[src/rtl/uart_tx_if.sv]
// -----------------------------------------------------------------------------
// uart_tx_if
// Byte handshake between the command/data path and the UART transmitter.
//   tx_data   8  byte to send, sampled on the edge where tx_valid && tx_ready
//   tx_valid  1  source holds a byte in tx_data
//   tx_ready  1  transmitter holding register empty, a byte can be accepted
// Modports: master = byte source, slave = transmitter.
// -----------------------------------------------------------------------------
interface uart_tx_if;
    logic [7:0] tx_data;
    logic       tx_valid;
    logic       tx_ready;

    modport master (output tx_data, output tx_valid, input tx_ready);
    modport slave  (input tx_data, input tx_valid, output tx_ready);
endinterface

[src/rtl/uart_tx.sv]
// -----------------------------------------------------------------------------
// uart_tx
// 8N1 UART transmitter for the board serial link. Bytes arrive over a
// valid/ready handshake. A one-entry holding register lets the next byte wait
// while the current frame is on the line, so frames can run back to back with
// no idle gap. Bits go out LSB first, each lasting BIT_PERIOD clocks.
//
// Optional feature: define UART_TX_PARITY_EN to insert a parity bit between
// the data bits and the stop bit (8E1 when PARITY_ODD=0, 8O1 when 1).
//
// Ports
//   clk      in   1  system clock, rising edge
//   rst_n    in   1  synchronous active-low reset
//   bus      slave     tx_data / tx_valid / tx_ready handshake (uart_tx_if)
//   tx       out  1  serial line, idle high
//   tx_busy  out  1  a frame is on the line (start bit through stop bit)
//   tx_done  out  1  one-clock pulse in the last clock of each stop bit
// -----------------------------------------------------------------------------
module uart_tx #(
    parameter int CLK_FREQ   = 100000000,
    parameter int BAUD_RATE  = 9600,
    parameter bit PARITY_ODD = 1'b0
) (
    input  logic     clk,
    input  logic     rst_n,
    uart_tx_if.slave bus,
    output logic     tx,
    output logic     tx_busy,
    output logic     tx_done
);
    localparam int          BIT_PERIOD = CLK_FREQ / BAUD_RATE;
    localparam logic [15:0] BIT_LAST   = 16'(BIT_PERIOD - 1);
    localparam logic [15:0] BIT_PENULT = 16'(BIT_PERIOD - 2);

    typedef enum logic [2:0] {IDLE, START, DATA, PARITY, STOP} state_t;

    state_t      state, state_n;
    logic [15:0] cnt, cnt_n;
    logic [2:0]  idx, idx_n;
    logic [7:0]  shift_q, shift_n;
    logic [7:0]  hold_q, hold_n;
    logic        ready_q, ready_n;     // high = holding register empty
    logic        tx_n, busy_n, done_n;
    logic        load;
    logic [7:0]  load_byte;
`ifdef UART_TX_PARITY_EN
    logic        par_q, par_n;
`endif

    logic accept;
    logic bit_end;

    assign accept       = bus.tx_valid && ready_q;
    assign bit_end      = (cnt == BIT_LAST);
    assign bus.tx_ready = ready_q;

    always_comb begin
        state_n   = state;
        cnt_n     = cnt;
        idx_n     = idx;
        shift_n   = shift_q;
        hold_n    = hold_q;
        ready_n   = ready_q;
        tx_n      = tx;
        busy_n    = tx_busy;
        done_n    = 1'b0;
        load      = 1'b0;
        load_byte = hold_q;
`ifdef UART_TX_PARITY_EN
        par_n     = par_q;
`endif

        if (state != IDLE) begin
            cnt_n = bit_end ? '0 : cnt + 16'd1;
        end

        case (state)
            IDLE: begin
                if (!ready_q) begin
                    load      = 1'b1;
                    load_byte = hold_q;
                    ready_n   = 1'b1;
                end else if (accept) begin
                    // Idle line: the byte goes straight into the shifter.
                    load      = 1'b1;
                    load_byte = bus.tx_data;
                end
            end
            START: begin
                if (bit_end) begin
                    state_n = DATA;
                    idx_n   = 3'd0;
                    tx_n    = shift_q[0];
                end
            end
            DATA: begin
                if (bit_end) begin
                    if (idx == 3'd7) begin
`ifdef UART_TX_PARITY_EN
                        state_n = PARITY;
                        tx_n    = par_q;
`else
                        state_n = STOP;
                        tx_n    = 1'b1;
`endif
                    end else begin
                        shift_n = {1'b0, shift_q[7:1]};
                        idx_n   = idx + 3'd1;
                        tx_n    = shift_q[1];
                    end
                end
            end
`ifdef UART_TX_PARITY_EN
            PARITY: begin
                if (bit_end) begin
                    state_n = STOP;
                    tx_n    = 1'b1;
                end
            end
`endif
            STOP: begin
                // tx_done is registered, so raise it one clock early.
                if (cnt == BIT_PENULT) begin
                    done_n = 1'b1;
                end
                if (bit_end) begin
                    if (!ready_q) begin
                        load      = 1'b1;
                        load_byte = hold_q;
                        ready_n   = 1'b1;
                    end else begin
                        state_n = IDLE;
                        busy_n  = 1'b0;
                    end
                end
            end
            default: begin
                state_n = IDLE;
            end
        endcase

        if (load) begin
            state_n = START;
            cnt_n   = '0;
            shift_n = load_byte;
            tx_n    = 1'b0;
            busy_n  = 1'b1;
`ifdef UART_TX_PARITY_EN
            par_n   = (^load_byte) ^ PARITY_ODD;
`endif
        end

        // Outside IDLE an accepted byte waits in the holding register; this
        // also covers a handshake on the same edge the register drains.
        if (accept && (state != IDLE)) begin
            hold_n  = bus.tx_data;
            ready_n = 1'b0;
        end
    end

    always_ff @(posedge clk) begin
        if (!rst_n) begin
            state   <= IDLE;
            cnt     <= '0;
            idx     <= '0;
            ready_q <= 1'b1;
            tx      <= 1'b1;
            tx_busy <= 1'b0;
            tx_done <= 1'b0;
        end else begin
            state   <= state_n;
            cnt     <= cnt_n;
            idx     <= idx_n;
            ready_q <= ready_n;
            tx      <= tx_n;
            tx_busy <= busy_n;
            tx_done <= done_n;
        end
    end

    // Data-only registers; their contents are ignored until reloaded.
    always_ff @(posedge clk) begin
        shift_q <= shift_n;
        hold_q  <= hold_n;
`ifdef UART_TX_PARITY_EN
        par_q   <= par_n;
`endif
    end
endmodule
[src/flat_wrapper.sv]
// flat-port wrapper written by rule: the top's interface ports become plain ports
module uart_tx_flat 
#(
    parameter int CLK_FREQ   = 100000000,
    parameter int BAUD_RATE  = 9600,
    parameter bit PARITY_ODD = 1'b0
)
  (clk, rst_n, tx, tx_busy, tx_done, bus_tx_data, bus_tx_valid, bus_tx_ready);
  uart_tx_if bus_i ();
  input  logic clk;
  input  logic rst_n;
  output logic tx;
  output logic tx_busy;
  output logic tx_done;
  input wire logic [$bits(bus_i.tx_data)-1:0] bus_tx_data;
  input wire logic [$bits(bus_i.tx_valid)-1:0] bus_tx_valid;
  output wire logic [$bits(bus_i.tx_ready)-1:0] bus_tx_ready;
  assign bus_i.tx_data = bus_tx_data;
  assign bus_i.tx_valid = bus_tx_valid;
  assign bus_tx_ready = bus_i.tx_ready;
  uart_tx #(.CLK_FREQ(CLK_FREQ), .BAUD_RATE(BAUD_RATE), .PARITY_ODD(PARITY_ODD)) u_core (.clk(clk), .rst_n(rst_n), .bus(bus_i), .tx(tx), .tx_busy(tx_busy), .tx_done(tx_done));
endmodule
[config.mk]
export PLATFORM = sky130hd
export DESIGN_NAME = uart_tx_flat
export DESIGN_NICKNAME = d
export VERILOG_FILES = /design/src/rtl/uart_tx_if.sv /design/src/rtl/uart_tx.sv /design/src/flat_wrapper.sv
export SDC_FILE = /design/constraint.sdc
export NUM_CORES = 1
export LEC_CHECK = 0
export CORE_MARGIN = 1
export CORE_UTILIZATION = 62
export DETAILED_ROUTE_END_ITERATION = 6
export GPL_TIMING_DRIVEN = 0
export PLACE_DENSITY = 0.9
export SLEW_MARGIN = 20
export SYNTH_ARGS = -nofsm -noshare
export SYNTH_HDL_FRONTEND = slang
export SYNTH_SLANG_ARGS = --single-unit
[constraint.sdc]
create_clock -name clk -period 7.01 [get_ports clk]
set_input_delay 0.701 -clock clk [delete_from_list [all_inputs] [get_ports clk]]
set_output_delay 0.701 -clock clk [all_outputs]
set_load 0.01 [all_outputs]
### Word-level counts from Yosys, hierarchy flattened

Index checks and enable logic that the tools add are counted.

* register bits: 42
* latch bits: 0
* RAM bits: 0
* memory bits (read-only): 0
* input port bits: 11
* output and inout port bits: 4
* word-level logic and storage cells: 91
* memories kept: 0

* $add $sub $neg: 2
* $mul: 0
* div/mod/pow operators: 0
* $lt $le $gt $ge: 0
* eq/ne operators: 20
* shift-type cells: 0
* muxes and demuxes: 37
* bitwise operators: 2
* reductions and logical operators: 20

Operator list (count)
* $mux W8: 7
* $eq A16 B14 Y1 const B: 2
* $mux W3: 8
* $ne A3 B1 Y1 const B: 6
* $add A16 B1 Y16 const B: 1
* $mux W1: 16
* $mux W16: 1
* $ne A2 B1 Y1 const B: 7
* $pmux W3 S4: 1
* $reduce_and A6 Y1: 2
* $reduce_bool A2 Y1: 5
* $reduce_and A3 Y1: 3
* $reduce_bool A3 Y1: 3
* $eq A3 B3 Y1 const B: 2
* $pmux W1 S2: 3
* $pmux W3 S2: 1
* $reduce_and A2 Y1: 2
* $reduce_and A4 Y1: 1
* $add A3 B1 Y3 const B: 1
* $eq A3 B1 Y1 const B: 1
* $eq A3 B2 Y1 const B: 1
* $logic_not A3 Y1: 1
* $logic_and A1 B1 Y1: 2
* $ne A2 B2 Y1 const B: 1
* other kinds (2): 3

### Longest topological paths before layout

* depth in word-level cells: 6
* gate-level depth with buffers: 7
* gate-level depth less buffers: 6

### Worst setup path after synthesis

Ideal clock, no wire load.

* kind: register -> register
* start point: reg u_core.cnt[1]
* end point: reg u_core.shift_q[0], enable pin
* setup time: 0.334 ns
* data arrival time: 1.872 ns
* data required time: 6.676 ns
* slack: 4.803 ns
* cell stages (with the launch flop): 7
* buffers on the path: 1
* period minus slack after synthesis: 2.207 ns
* cell sequence: dfxtp_1 ha_1 and3_1 clkbuf_1 nand4_1 or4b_4 nand2b_1

* cells in the longest elaborated chain, start to end: 5
* elaborated cells between the ends (all ways): 7
* those cells by class: 2 x eq/ne; 2 x mux; 3 x reduce/logical

RTL lines
* from (decl): line uart_tx.sv:38 `logic [15:0] cnt, cnt_n;`
* from (signal assigned): line uart_tx.sv:172 `cnt <= cnt_n;`
* $eq A16 B14 Y1 *: line uart_tx.sv:54 `assign bit_end = (cnt == BIT_LAST);`
* $mux W1: line uart_tx.sv:126 `if (bit_end) begin`
* $pmux W1 S2: line uart_tx.sv:77 `case (state)`
* $ne A2 B1 Y1 (no source line) / $reduce_bool A2 Y1 (equally long branches)
* $reduce_and A3 Y1 (no source line) *
* to (signal assigned): line uart_tx.sv:183 `shift_q <= shift_n;`
* to (decl): line uart_tx.sv:40 `logic [7:0] shift_q, shift_n;`

Mark *: on every way between the ends. The rest lies on a longest branch, timed or not.
A chain may end at the register's enable or synchronous reset.

### Worst setup path after layout

* start point: reg u_core.cnt[0]
* end point: reg u_core.shift_q[4], enable pin

The elaborated chain is that of the path after synthesis.

==> impl_metrics.env <==
export IMPL_avgSynthCellArea_um2=10.5
export IMPL_p_seq_frac=0.558
export IMPL_drc=0
export IMPL_switching_power_w=0.000117
export IMPL_clock_sinks=42
export IMPL_fillers=251
export IMPL_synth_compound_area_share=0.110
export IMPL_die_x_um=61.3
export IMPL_port_buffers=14
export IMPL_tightest_slew_ps=801
export IMPL_reg2reg_to="u_core.shift_q[4]$_DFFE_PP_"
export IMPL_synth_distinct_cells=48
export IMPL_cp_end_kind="register"
export IMPL_postCtsHoldBufs=0
export IMPL_use_met1=0.354
export IMPL_cts_setup_buffers=0
export IMPL_cts_resized=0
export IMPL_use_met3=0.0798
export IMPL_status="finished, final reports clean"
export IMPL_seq_area_frac_synth=0.459
export IMPL_p_comb_frac=0.118
export IMPL_reg2reg_depth=6
export IMPL_fmax_ghz=0.375
export IMPL_rows=21
export IMPL_min_path_cells=2
export IMPL_totalWireLength_mm=4.59
export IMPL_cts_root_buf="clkbuf_4"
export IMPL_busiest_layer="met2"
export IMPL_p_clk_frac=0.324
export IMPL_ys_ff_latch=42
export IMPL_yosys_warnings=0
export IMPL_core_area_um2=3360
export IMPL_fp_dieH_um=61.3
export IMPL_finalCritPeriodShare=0.381
export IMPL_finalSetupTns_ps=0
export IMPL_max_vdd_ir_drop_v=0.000118
export IMPL_r2r_setup_slack_ps=4340
export IMPL_syn_inst=207
export IMPL_drv_cap=0
export IMPL_crit_type="register to register"
export IMPL_antennaDiodeCount=0
export IMPL_grt_use_met2=0.416
export IMPL_clk_pin_slew_ps=130
export IMPL_place_area_um2=2380
export IMPL_maxSlewHeadroom=0.462
export IMPL_drtIter0Drc=85
export IMPL_synthSimpleGateAreaFrac=0.242
export IMPL_grt_start_max_net_pins=14
export IMPL_p_per_area_nw_per_um2=197
export IMPL_htreeDepth=2
export IMPL_min_path_type="register to register"
export IMPL_first_pass_iters=4
export IMPL_clock_latency_ps=380
export IMPL_fin_skew_ps=13.4
export IMPL_wl_per_cell_um=16.7
export IMPL_total_power_w=0.000484
export IMPL_cp_start_kind="register"
export IMPL_slew_violations=0
export IMPL_grt_pass1_wl_mm=7.19
export IMPL_hold_end="u_core.idx[1]$_SDFFE_PN0P_"
export IMPL_p_leak_nw=0.850
export IMPL_mostFrequentLayoutCell="dfxtp_1"
export IMPL_crit_chain="ha_1, and3_1, clkbuf_1, nand4_1, or4b_4, nand2b_1"
export IMPL_drive_above_1_share=0.170
export IMPL_initial_utilization=0.648
export IMPL_die_area_um2=3760
export IMPL_synth_xor_area_frac=0.0361
export IMPL_io_pins=15
export IMPL_netlist_area_um2=2180
export IMPL_cts_tree="built"
export IMPL_gp_congestion=0.836
export IMPL_swShare=0.242
export IMPL_grt_overflow_total=0
export IMPL_grt_setup_unrepaired="no"
export IMPL_crit_arrival_ps=2710
export IMPL_worst_path_max_fanout=8
export IMPL_antenna_found_initial=0
export IMPL_cts_buffers=5
export IMPL_dpl_hpwl_mm=3.19
export IMPL_clockBufferDepth=2
export IMPL_first_global_vias=1559
export IMPL_hold_start="u_core.idx[1]$_SDFFE_PN0P_"
export IMPL_nNetsFinal=243
export IMPL_fin_area_um2=2460
export IMPL_antenna_left=0
export IMPL_synthToLayoutAreaGrowth_pct=12.6
export IMPL_synth_fp_nets=222
export IMPL_grt_usage=0.270
export IMPL_setup_viol=0
export IMPL_synthAdderAreaFrac=0.0229
export IMPL_hold_viol=0
export IMPL_p_int_w=0.000367
export IMPL_cp_required_ps=7060
export IMPL_muxShareOfSynthArea=0.0820
export IMPL_synth_top_family_by_area="simple AND/OR/NAND/NOR gates"
export IMPL_cpMaxStageDelayCell="or4b_4"
export IMPL_final_cell_mix="dfxtp_1, edfxtp_1, mux2_2, clkdlybuf4s50_1, nand2_1"
export IMPL_critical_path_max_stage_delay_ps=660
export IMPL_vias=1731
export IMPL_r2r_start="u_core.cnt[0]$_SDFFE_PP0N_"
export IMPL_fin_crit_ps=2670
export IMPL_viasPerCell=6.29
-- critical path, delay by kind of cell, from the launching register on --
kind | cells | cell delay, ps
buf+inv | 1 | 250
fa+ha+maj | 1 | 200
flops | 1 | 410
simple gates | 4 | 1490
-- power groups by stage --
stage | clock network, W | registers (W) | logic, W
after floorplan | 0 | 0.000275 | 0.0000371
after global placement | 0 | 0.000275 | 0.0000544
after detailed placement | 0 | 0.000275 | 0.0000560
after CTS | 0.000157 | 0.000270 | 0.0000568
after global routing | 0.000168 | 0.000271 | 0.0000616
final | 0.000157 | 0.000270 | 0.0000570
-- cells in the mapped netlist, drive strengths merged --
library cell	number	area [um2]
a211o	1	8.76
a211oi	8	60.1
a21o	1	7.51
a21oi	4	20.0
a22oi	1	7.51
a2bb2oi	1	8.76
a311o	1	10.0
and2	2	12.5
and3	5	31.3
and4	2	17.5
and4b	1	10.0
and4bb	1	12.5
buf	8	51.3
clkbuf	6	22.5
dfxtp	26	521
edfxtp	16	480
ha	4	50.1
inv	8	30.0
mux2	15	169
mux2i	1	10.0
nand2	13	48.8
nand2b	5	31.3
nand3	10	55.1
nand4	8	56.3
nor2	7	26.3
nor2b	1	6.26
nor3	12	60.1
nor4	3	18.8
nor4b	4	68.8
o21a	1	7.51
o21ai	3	15.0
o22ai	3	18.8
o311a	1	10.0
o311ai	1	8.76
o31ai	4	30.0
o41ai	1	27.5
or3	2	12.5
or3b	1	8.76
or4	5	37.5
or4b	1	13.8
xnor2	2	17.5
xor2	7	61.3
-- final cells by class --
cell class                      instances  area (um2)  area share
Tap cell                               46        57.6      0.0234
Buffer                                 14        73.8      0.0301
Sequential cell                        42        1000       0.408
Clock buffer                            5        37.5      0.0153
Multi-Input combinational cell        143        1080       0.438
Inverter                                8        30.0      0.0122
Clock inverter                          3        40.0      0.0163
Timing Repair Buffer                   14         140      0.0571
-- logic make-up after synthesis --
group,after synthesis
simple gates,83
flops,42
compound gates,31
buf+inv,22
mux,16
xor+xnor,9
fa+ha+maj,4
-- how the worst max path moves through the flow --
stage | startpoint | endpoint | slack [ps] | depth (start not counted)
floorplan | u_core.cnt[1]$_SDFFE_PP0N_ | u_core.shift_q[0]$_DFFE_PP_ | 4800 | 6
detailed placement | bus_tx_valid | u_core.shift_q[7]$_SDFFCE_PN0P_ | 4370 | 6
global route | u_core.cnt[1]$_SDFFE_PP0N_ | u_core.shift_q[1]$_DFFE_PP_ | 4230 | 6
CTS | u_core.cnt[1]$_SDFFE_PP0N_ | u_core.shift_q[7]$_SDFFCE_PN0P_ | 4380 | 6
global placement | bus_tx_valid | u_core.shift_q[6]$_DFFE_PP_ | 4410 | 6
finish | u_core.cnt[0]$_SDFFE_PP0N_ | u_core.shift_q[4]$_DFFE_PP_ | 4340 | 6
-- metrics by stage --
step / instances / hold WS, ps / worst slack (ps) / util
3_3_place_gp: 267 / 458 / 4410 / 0.707
2_1_floorplan: 207 / 450 / 4800 / -
4_1_cts: 275 / 492 / 4380 / 0.730
5_1_grt: 275 / 516 / 4230 / 0.730
3_5_place_dp: 267 / 474 / 4370 / 0.707
6_report: 275 / 495 / 4340 / 0.730
-- state kept, by name (all words and copies together), names as in the netlist, 3 cells and up --
signal and flops:
u_core.cnt 16, u_core.hold_q 8, u_core.shift_q 8, u_core.idx 3, u_core.state 3
-- routing by layer --
layer	part of all wire	up-vias
li1	-	827
met1	0.45	840
met2	0.47	53
met3	0.052	11
met4	0.022	0
met5	0	-
Power figures use the tool's default switching activity.
